`src/rtl/s10_acp_csr_programmer.sv`:
```
// Avalon-MM initiator that programs the S10 ACP adapter attribute register through a
// field-masked read-modify-write, with optional readback verify, bounded retry and a shadow copy.
module s10_acp_csr_programmer #(
    parameter int          READ_LATENCY  = 1,
    parameter int          MAX_RETRY     = 2,
    parameter logic [31:0] RESERVED_MASK = 32'h1F80_0000,
    parameter logic [31:0] SHADOW_INIT   = 32'h6078_2F02
) (
    input  logic        csr_clk,
    input  logic        csr_reset,
    input  logic        req_valid,
    output logic        req_ready,
    input  logic [31:0] req_mask,
    input  logic [31:0] req_data,
    input  logic        req_verify,
    output logic        rsp_valid,
    input  logic        rsp_ready,
    output logic        rsp_error,
    output logic [31:0] rsp_readdata,
    output logic        avm_addr,
    output logic        avm_read,
    output logic        avm_write,
    output logic [31:0] avm_writedata,
    input  logic [31:0] avm_readdata,
    output logic [31:0] shadow,
    output logic        busy
);

    typedef enum logic [2:0] {
        S_IDLE, S_RD, S_RD_WAIT, S_WR, S_VRD, S_VRD_WAIT, S_RSP
    } state_t;

    state_t      state, state_nxt;
    logic [2:0]  lat_cnt;
    logic [2:0]  retry_cnt;
    logic [31:0] mask_q;
    logic [31:0] data_q;
    logic        verify_q;
    logic [31:0] new_q;
    logic [31:0] merged;
    logic        lat_done;
    logic        rb_match;
    logic        retry_left;

    assign lat_done   = (lat_cnt == 3'(READ_LATENCY - 1));
    assign merged     = ((avm_readdata & ~mask_q) | (data_q & mask_q)) & ~RESERVED_MASK;
    assign rb_match   = ((avm_readdata & ~RESERVED_MASK) == new_q);
    assign retry_left = (retry_cnt < 3'(MAX_RETRY));

    assign req_ready     = (state == S_IDLE);
    assign rsp_valid     = (state == S_RSP);
    assign busy          = (state != S_IDLE);
    assign avm_addr      = 1'b0;
    assign avm_read      = (state == S_RD) || (state == S_VRD);
    assign avm_write     = (state == S_WR);
    assign avm_writedata = new_q;

    always_ff @(posedge csr_clk or posedge csr_reset) begin
        if (csr_reset) state <= S_IDLE;
        else           state <= state_nxt;
    end

    always_comb begin
        state_nxt = state;
        case (state)
            S_IDLE:     if (req_valid) state_nxt = S_RD;
            S_RD:       state_nxt = S_RD_WAIT;
            S_RD_WAIT:  if (lat_done) state_nxt = (mask_q == 32'h0) ? S_RSP : S_WR;
            S_WR:       state_nxt = verify_q ? S_VRD : S_RSP;
            S_VRD:      state_nxt = S_VRD_WAIT;
            S_VRD_WAIT: if (lat_done) state_nxt = (!rb_match && retry_left) ? S_WR : S_RSP;
            S_RSP:      if (rsp_ready) state_nxt = S_IDLE;
            default:    state_nxt = S_IDLE;
        endcase
    end

    // Request latch, merge, verify bookkeeping and shadow update; all abort on reset.
    always_ff @(posedge csr_clk or posedge csr_reset) begin
        if (csr_reset) begin
            lat_cnt      <= 3'd0;
            retry_cnt    <= 3'd0;
            mask_q       <= 32'h0;
            data_q       <= 32'h0;
            verify_q     <= 1'b0;
            new_q        <= 32'h0;
            rsp_error    <= 1'b0;
            rsp_readdata <= 32'h0;
            shadow       <= SHADOW_INIT;
        end else begin
            case (state)
                S_IDLE: begin
                    if (req_valid) begin
                        mask_q    <= req_mask;
                        data_q    <= req_data;
                        verify_q  <= req_verify;
                        rsp_error <= 1'b0;
                    end
                end
                S_RD, S_VRD: lat_cnt <= 3'd0;
                S_RD_WAIT: begin
                    lat_cnt <= lat_cnt + 3'd1;
                    if (lat_done) begin
                        new_q <= merged;
                        if (mask_q == 32'h0) begin
                            rsp_readdata <= avm_readdata;
                            shadow       <= avm_readdata & ~RESERVED_MASK;
                        end
                    end
                end
                S_WR: begin
                    if (!verify_q) begin
                        shadow       <= new_q;
                        rsp_readdata <= new_q;
                    end
                end
                S_VRD_WAIT: begin
                    lat_cnt <= lat_cnt + 3'd1;
                    if (lat_done) begin
                        rsp_readdata <= avm_readdata;
                        if (rb_match) begin
                            shadow    <= new_q;
                            rsp_error <= 1'b0;
                        end else if (retry_left) begin
                            retry_cnt <= retry_cnt + 3'd1;
                        end else begin
                            rsp_error <= 1'b1;
                        end
                    end
                end
                S_RSP: if (rsp_ready) retry_cnt <= 3'd0;
                default: ;
            endcase
        end
    end

endmodule
```
`config.mk`:
```
export PLATFORM = sky130hd
export DESIGN_NAME = s10_acp_csr_programmer
export DESIGN_NICKNAME = d
export VERILOG_FILES = /design/src/rtl/s10_acp_csr_programmer.sv
export SDC_FILE = /design/constraint.sdc
export NUM_CORES = 1
export LEC_CHECK = 0
export ABC_AREA = 1
export BUFFER_PORTS_ARGS = -buffer_cell sky130_fd_sc_hd__buf_2
export CORE_MARGIN = 1.5
export CORE_UTILIZATION = 53
export CTS_CLUSTER_SIZE = 24
export DETAILED_ROUTE_END_ITERATION = 7
export MAX_ROUTING_LAYER = met4
export PLACE_DENSITY = 0.93
export SLEW_MARGIN = 20
export SYNTH_ARGS = -nofsm -noshare
export SYNTH_HDL_FRONTEND = slang
export SYNTH_SLANG_ARGS = --single-unit
```
`constraint.sdc`:
```
create_clock -name csr_clk -period 5.56 [get_ports csr_clk]
set_input_delay 1.112 -clock csr_clk [delete_from_list [all_inputs] [get_ports csr_clk]]
set_output_delay 1.112 -clock csr_clk [all_outputs]
set_load 0.02 [all_outputs]
```
### Yosys cells after proc, flatten, opt, wreduce, memory -nomap -nowiden

Cells that the tools add are included.

* bits in registers: 165
* input port bits: 101

* equality and inequality tests: 17
* $lt $le $gt $ge: 1
* bitwise operators: 4
* reductions and logical operators: 20
* mux-type cells: 28
* add/subtract/negate cells: 2

Operator list (count)
* $mux W32: 8
* $pmux W32 S3: 2
* $and A32 B32 Y32: 2
* $logic_not A32 Y1: 1
* $not A32 Y32: 1
* $or A32 B32 Y32: 1
* $mux W3: 9
* $eq A26 B26 Y1: 1
* $pmux W3 S7: 1
* $ne A2 B2 Y1 const B: 8
* $pmux W3 S2: 2
* $reduce_and A5 Y1: 2
* $eq A3 B3 Y1 const B: 3
* $reduce_and A4 Y1: 2
* $add A3 B1 Y3 const B: 2
* $eq A3 B2 Y1 const B: 2
* $logic_not A3 Y1: 2
* $reduce_and A6 Y1: 1
* $reduce_bool A2 Y1: 3
* $reduce_bool A3 Y1: 2
* $mux W1: 4
* $reduce_and A2 Y1: 2
* $reduce_or A2 Y1: 2
* $eq A3 B1 Y1 const B: 1
* 8 further kinds: 8

### Longest topological paths before layout

Gate-level depths: netlist of the first run.

* depth in word-level cells: 6
* depth in mapped cells: 13
* depth with buffers taken out: 12

### Worst setup path after synthesis of the first run

OpenSTA, ideal clock, no wires.

* path type: reg-to-output
* start point: register state[2]
* end point: output port avm_write
* data arrival time: 1.154 ns
* setup slack: 3.294 ns
* data required time: 4.448 ns
* stages on the path, launching flop included: 5
* cell sequence: dfrtp_1 inv_2 nand3_1 inv_1 clkbuf_1

* cells in the longest elaborated chain, start to end: 1

RTL lines
* from (decl): line 33 `state_t state, state_nxt;`
* from (signal assigned): line 60 `else state <= state_nxt;`
* $eq A3 B2 Y1: line 55 `assign avm_write = (state == S_WR);`
* to (decl): line 22 `output logic avm_write,`

No other way between the ends.

### Worst setup path after layout of the first run

Ends and elaborated chain as after synthesis.

==> flow_summary.toml, run 1 <==
[outcome]
status = "completed"

[global_routing]
antenna_found_initial = 5
grt_usage_pct = 27.7
grt_first_pass_wirelength_mm = 29.7
grt_pass1_vias = 5784
overflow = 0
grt_max_degree = 119

[logic_synthesis]
synth.top_cell.area_share_pct = 47.8
synth-seq-cells = 153
synth_compound_area_share_pct = 14.8
synthSimpleGateAreaFrac_pct = 16.4
synthAdderAreaFrac_pct = 0.508
synth_cell_type_count = 36
synth_cells = 823
synth_area_leaders = "dfrtp_1, nand2_1, o21ai_0, mux2_2, dfstp_2"
synth_top_family_by_area = "simple AND/OR/NAND/NOR gates"
syn_area_sq_mm = 0.00738
synth_largest_area_cell = "dfrtp_1"
syn_avg_cell_area_sq_um = 8.97
synthMuxAreaShare_pct = 6.56
ys_warn_count = 0
synth_xor_area_share_pct = 2.14
ys_seq_area_share_pct = 52.1

[timing]
holdWs_ns = 0.472
setup_viol = 0
postLayoutSetupSlackWorst_ns = 2.20
hold_viol = 0
rsz0062_at_grt = "false"
worst_pin_slew_ns = 0.843
min_period_over_period_pct = 60.4
period_needed_ns = 3.36
fin_setup_tns_ns = 0
fmax_ghz = 0.298
report.final.slew_viol_count = 0
relSlewSlack_pct = 43.6
finClkSkew_ns = 0.00730

[floorplan]
die_y_microns = 121
core_sq_mm = 0.0134
io_pins = 204
dieArea_sq_mm = 0.0146
die_x_microns = 121
placementRows = 42
initial_utilization_pct = 55.1

[cells_and_area]
fin_util_pct = 66.9
layout-drive-gt1-share_pct = 30.6
layout-area-overhead-vs-synth_pct = 21.5
design_area_sq_mm = 0.00897
nNetsFinal = 1100
fill_cells = 1097

[routing]
viasPerCell = 5.27
drtIter0Drc = 630
top_layer = "met4"
met3_length_mm = 1.35
dr_wl_met2_mm = 8.41
m1WireLength_mm = 8.51
first_pass_iters = 6
routed_wl_mm = 19.1
drcViolationCount = 0
routedWlPerCell_microns = 16.1
ant_nets = 0
num_vias = 6269

[critical_path]
worst_setup_path_start_kind = "flip-flop"
critPathMaxFanout = 33
crit_start = "state[2]$_DFFE_PP0P_"
cp-end-kind = "output pin"
r2r_start = "state[2]$_DFFE_PP0P_"
worstPathArrival_ns = 2.25
path_class = "reg -> out"
worstPathRequired_ns = 4.45

[power]
switching_power_uw = 2580
pwr-share-clk_pct = 20.5
seqPwrFrac_pct = 34.6
intPower_uw = 3440
swShare_pct = 42.9
power.density_mw_per_mm2 = 672
p_leak_uw = 0.00437
pwr-share-comb_pct = 44.8
vdd_drop_max_mv = 0.293

[clocking]
cts_tree = "yes"
insertion_delay_ns = 0.42
clockBufferDepth = 2
cts-hold-fix-buffers = 0
clk_pin_slew_worst_paths_ns = 0.06
root_buffer = "clkbuf_16"
clock_sinks = 153
numCtsBuffers = 17
post_cts_buffers = 0
cts-htree-levels = 4
cts_resized = 0

[worst_hold_path]
min_from = "shadow[21]$_DFFE_PP1P_"
hp-class = "reg -> reg"

[placement]
gp_congestion = 0.980
hpwl_mm = 14.0
io_buffers = 184
place_area_sq_mm = 0.00831
post-place-ws_ns = 2.36

[run]
cap_violations = 0
## cells by family after synthesis
kind of cell,count (synthesis)
and+or+nand+nor,298
xor gates and xnor gates,18
AOI/OAI and AO/OA,193
DFF,153
other,1
adders and majority gates,3
buffers and inverters,114
muxes,43
## final timing paths
path / endpoint / cells after the start / slack [ns]
worst min register to register: shadow[21]$_DFFE_PP1P_ / 2 / 0.47
worst max-delay path: avm_write / 5 / 2.20
min in group asynchronous: mask_q[2]$_DFFE_PP0P_ / 2 / 0.83
worst min-delay path: shadow[21]$_DFFE_PP1P_ / 2 / 0.47
max in group asynchronous: state[1]$_DFFE_PP0P_ / 3 / 3.74
worst max register to register: rsp_readdata[10]$_DFFE_PP0P_ / 8 / 2.76
## layer usage
metal | track usage, % | vias to the layer above
met3 | 4.37 | 54
met5 | - | -
met1 | 38.3 | 2892
met4 | 14.6 | 0
li1 | - | 3022
met2 | 39.6 | 301
## power groups by stage
stage | Combinational (uW) | Clock (uW) | Sequential (uW)
6_report | 2700 | 1240 | 2090
5_1_grt | 2990 | 1300 | 2160
4_1_cts | 2700 | 1250 | 2080
3_5_place_dp | 2670 | 0 | 2090
3_3_place_gp | 2580 | 0 | 2050
2_1_floorplan | 1660 | 0 | 2390
## layout make-up
class | instances | area, sq um | share of cell area [%]
Antenna cell | 5 | 12.5 | 0.139
Clock buffer | 25 | 495 | 5.52
Clock inverter | 7 | 140 | 1.56
Inverter | 66 | 256 | 2.86
Multi-Input combinational cell | 568 | 3040 | 33.8
Sequential cell | 153 | 3840 | 42.9
Tap cell | 176 | 220 | 2.46
Timing Repair Buffer | 190 | 966 | 10.8
## critical path: stages, from the launching register on
cell     delay (ns)
dfrtp_1        0.43
inv_2          0.18
nand3_2        0.50
inv_1          0.17
buf_4          0.31
buf_2          0.23
## cells in the mapped netlist (all sizes together)
cell,instances
a21oi,45
buf,39
clkbuf,9
clkinv,1
conb,1
dfrtp,141
dfstp,12
ha,3
inv,65
mux2,43
nand2,193
nand3,15
nand4,2
nor2,83
nor3,3
nor3b,1
o2111ai,1
o211ai,16
o21ai,130
o22ai,1
or2,1
xnor2,11
xor2,7
## sequential cells by signal (all words and copies together) (netlist names)
name,cells
data_q,26
retry_cnt,3
mask_q,32
state,3
rsp_error,1
verify_q,1
lat_cnt,3
avm_writedata,26
shadow,26
rsp_readdata,32
## cells in the final DEF (no fill, tap or decap), types with 5 or more instances in the layout
master	n
inv_1	62
nand3_1	14
buf_2	184
o21ai_1	26
o211ai_1	16
xor2_1	7
a21oi_2	20
dfrtp_1	141
conb_1	13
clkbuf_16	17
a21oi_1	25
buf_4	6
diode_2	5
mux2_2	43
xnor2_1	11
o21ai_0	103
nand2_1	190
dfstp_2	12
nor2_1	78
## per-stage QoR
step	cells	total power, uW
global placement	1153	4640
global route	1190	6460
detailed placement	1153	4760
floorplan	835	4050
CTS	1185	6020
finish	1190	6020
(Power assumes the default switching activity.)
==> run 2: changes to the inputs <==
Clock period 5.56 ns to 3.2 ns, I/O delays scaled along.
==> run 2 against run 1 <==
Against the previous run: clock skew up 0.0041 ns; final area increased by 0.13%; count of clock-buffer cells in the layout fell by 6; power increased by 72%; sequential power increased by 73%; highest routed layer unchanged; flip-flop and latch count stayed put; clock power is 68% higher.
==> flow_summary.toml, run 2 (synthesis results as in run 1) <==
[outcome]
status = "completed"

[floorplan]
io_pins = 204
dieArea_sq_mm = 0.0146
die_y_microns = 121
die_x_microns = 121
initial_utilization_pct = 55.1
core_sq_mm = 0.0134
placementRows = 42

[cells_and_area]
reg_top3 = "mask_q: 32 flops, rsp_readdata: 32 flops"
layout-area-overhead-vs-synth_pct = 21.6
nNetsFinal = 1102
fill_cells = 1105
final_cell_mix = "nand2_1, buf_2, dfrtp_1"
layout-drive-gt1-share_pct = 31.1
final_common_cell = "nand2_1"

[critical_path]
critPathMaxFanout = 58
worst_setup_path_start_kind = "flip-flop"
worstPathArrival_ns = 2.82
r2r_cells = 10
cp-end-kind = "flip-flop"
path_class = "reg -> reg"
worstPathRequired_ns = 3.56

[timing]
min_period_over_period_pct = 76.9
hold_viol = 0
relSlewSlack_pct = 58.3
period_needed_ns = 2.46
setup_viol = 0
rsz0062_at_grt = "false"
fmax_ghz = 0.406
finClkSkew_ns = 0.0114
fin_setup_tns_ns = 0
report.final.slew_viol_count = 0
worst_pin_slew_ns = 0.625

[global_routing]
overflow = 0
grt_pass1_vias = 5742
grt_first_pass_wirelength_mm = 30.0
grt_usage_pct = 28.0
antenna_found_initial = 3
grt_max_degree = 90

[clocking]
root_buffer = "clkbuf_16"
insertion_delay_ns = 0.43
cts_resized = 0
cts-htree-levels = 4
clockBufferDepth = 2
clock_sinks = 153
clk_pin_slew_worst_paths_ns = 0.07
post_cts_buffers = 0
cts_tree = "yes"
cts-hold-fix-buffers = 0
numCtsBuffers = 17

[routing]
drtIter0Drc = 530
drcViolationCount = 0
routed_wl_mm = 19.0
routedWlPerCell_microns = 16.0
num_vias = 6231
first_pass_iters = 5
ant_nets = 0
viasPerCell = 5.24

[power]
vdd_drop_max_mv = 0.455
p_leak_uw = 0.00437
p_total_uw = 10400
power.density_mw_per_mm2 = 1160

[placement]
io_buffers = 184
hpwl_mm = 13.9
gp_congestion = 0.943

[run]
cap_violations = 0

[worst_hold_path]
hp-class = "in -> async"
## run 2: changes by cell type in the layout (fill, tap and decap cells not counted), sizes merged
| cell | change |
|---|---|
| diode | -2 |
| clkinv | +2 |
| clkinvlp | +4 |
| clkbuf | -6 |
| inv | +1 |
| bufinv | -1 |
| buf | +2 |
## run 2: power breakdown
group | switching, uW | internal, uW
combinational | 3060 | 1630
clock | 813 | 1270
sequential | 643 | 2970
total | 4510 | 5870
## run 2: path summary, 6_finish.rpt
| check | start | to | slack, ns |
|---|---|---|---|
| worst max-delay path | mask_q[31]$_DFFE_PP0P_ | rsp_readdata[0]$_DFFE_PP0P_ | 0.74 |
| worst min-delay path | csr_reset | mask_q[3]$_DFFE_PP0P_ | 0.25 |
| worst max register to register | mask_q[31]$_DFFE_PP0P_ | rsp_readdata[0]$_DFFE_PP0P_ | 0.74 |
| worst min register to register | shadow[8]$_DFFE_PP1P_ | shadow[8]$_DFFE_PP1P_ | 0.47 |
| max in group asynchronous | csr_reset | data_q[15]$_DFFE_PP0P_ | 2.04 |
| min in group csr_clk | avm_readdata[28] | rsp_readdata[28]$_DFFE_PP0P_ | 0.43 |
## run 2: worst max-delay path, stage by stage (launching register included)
cell and delay, ns:
dfrtp_1 0.44, nor2_1 0.12, nand2_1 0.06, nor2_1 0.12, nand2_1 0.09, nor3_1 0.40, nor2_2 0.19, nor2_4 0.16
buf_4 0.53, nor2_1 0.13, a21oi_2 0.12
## run 2: area by class of cell
| class | count | area [sq um] | share of cell area (%) |
|---|---|---|---|
| clock inverters | 13 | 168 | 1.87 |
| well taps | 176 | 220 | 2.45 |
| multi-input cells | 568 | 3030 | 33.7 |
| diodes | 3 | 7.51 | 0.0836 |
| clock buffers | 19 | 453 | 5.04 |
| repair buffers | 192 | 1010 | 11.2 |
| flip-flops and latches | 153 | 3840 | 42.8 |
| inverters | 66 | 253 | 2.81 |
## run 2: per-stage QoR
step | cells | setup slack [ns] | hold WS [ns] | utilization (%) | area [sq um]
floorplan | 835 | 0.639 | 0.473 | - | 7430
global placement | 1155 | 0.814 | 0.461 | 62.3 | 8350
detailed placement | 1155 | 0.779 | 0.464 | 62.3 | 8350
CTS | 1187 | 0.750 | 0.256 | 67.0 | 8970
global route | 1190 | 0.541 | 0.278 | 67.0 | 8980
finish | 1190 | 0.738 | 0.250 | 67.0 | 8980
## run 2: per-layer routing
layer  global-route usage (%)  wire length [microns]  share of wire (%)
met2                     39.2                   8380                 44
met4                     13.6                    826                4.3
met3                     5.03                   1220                6.4
met5                        -                      0                  0
met1                     39.7                   8610                 45
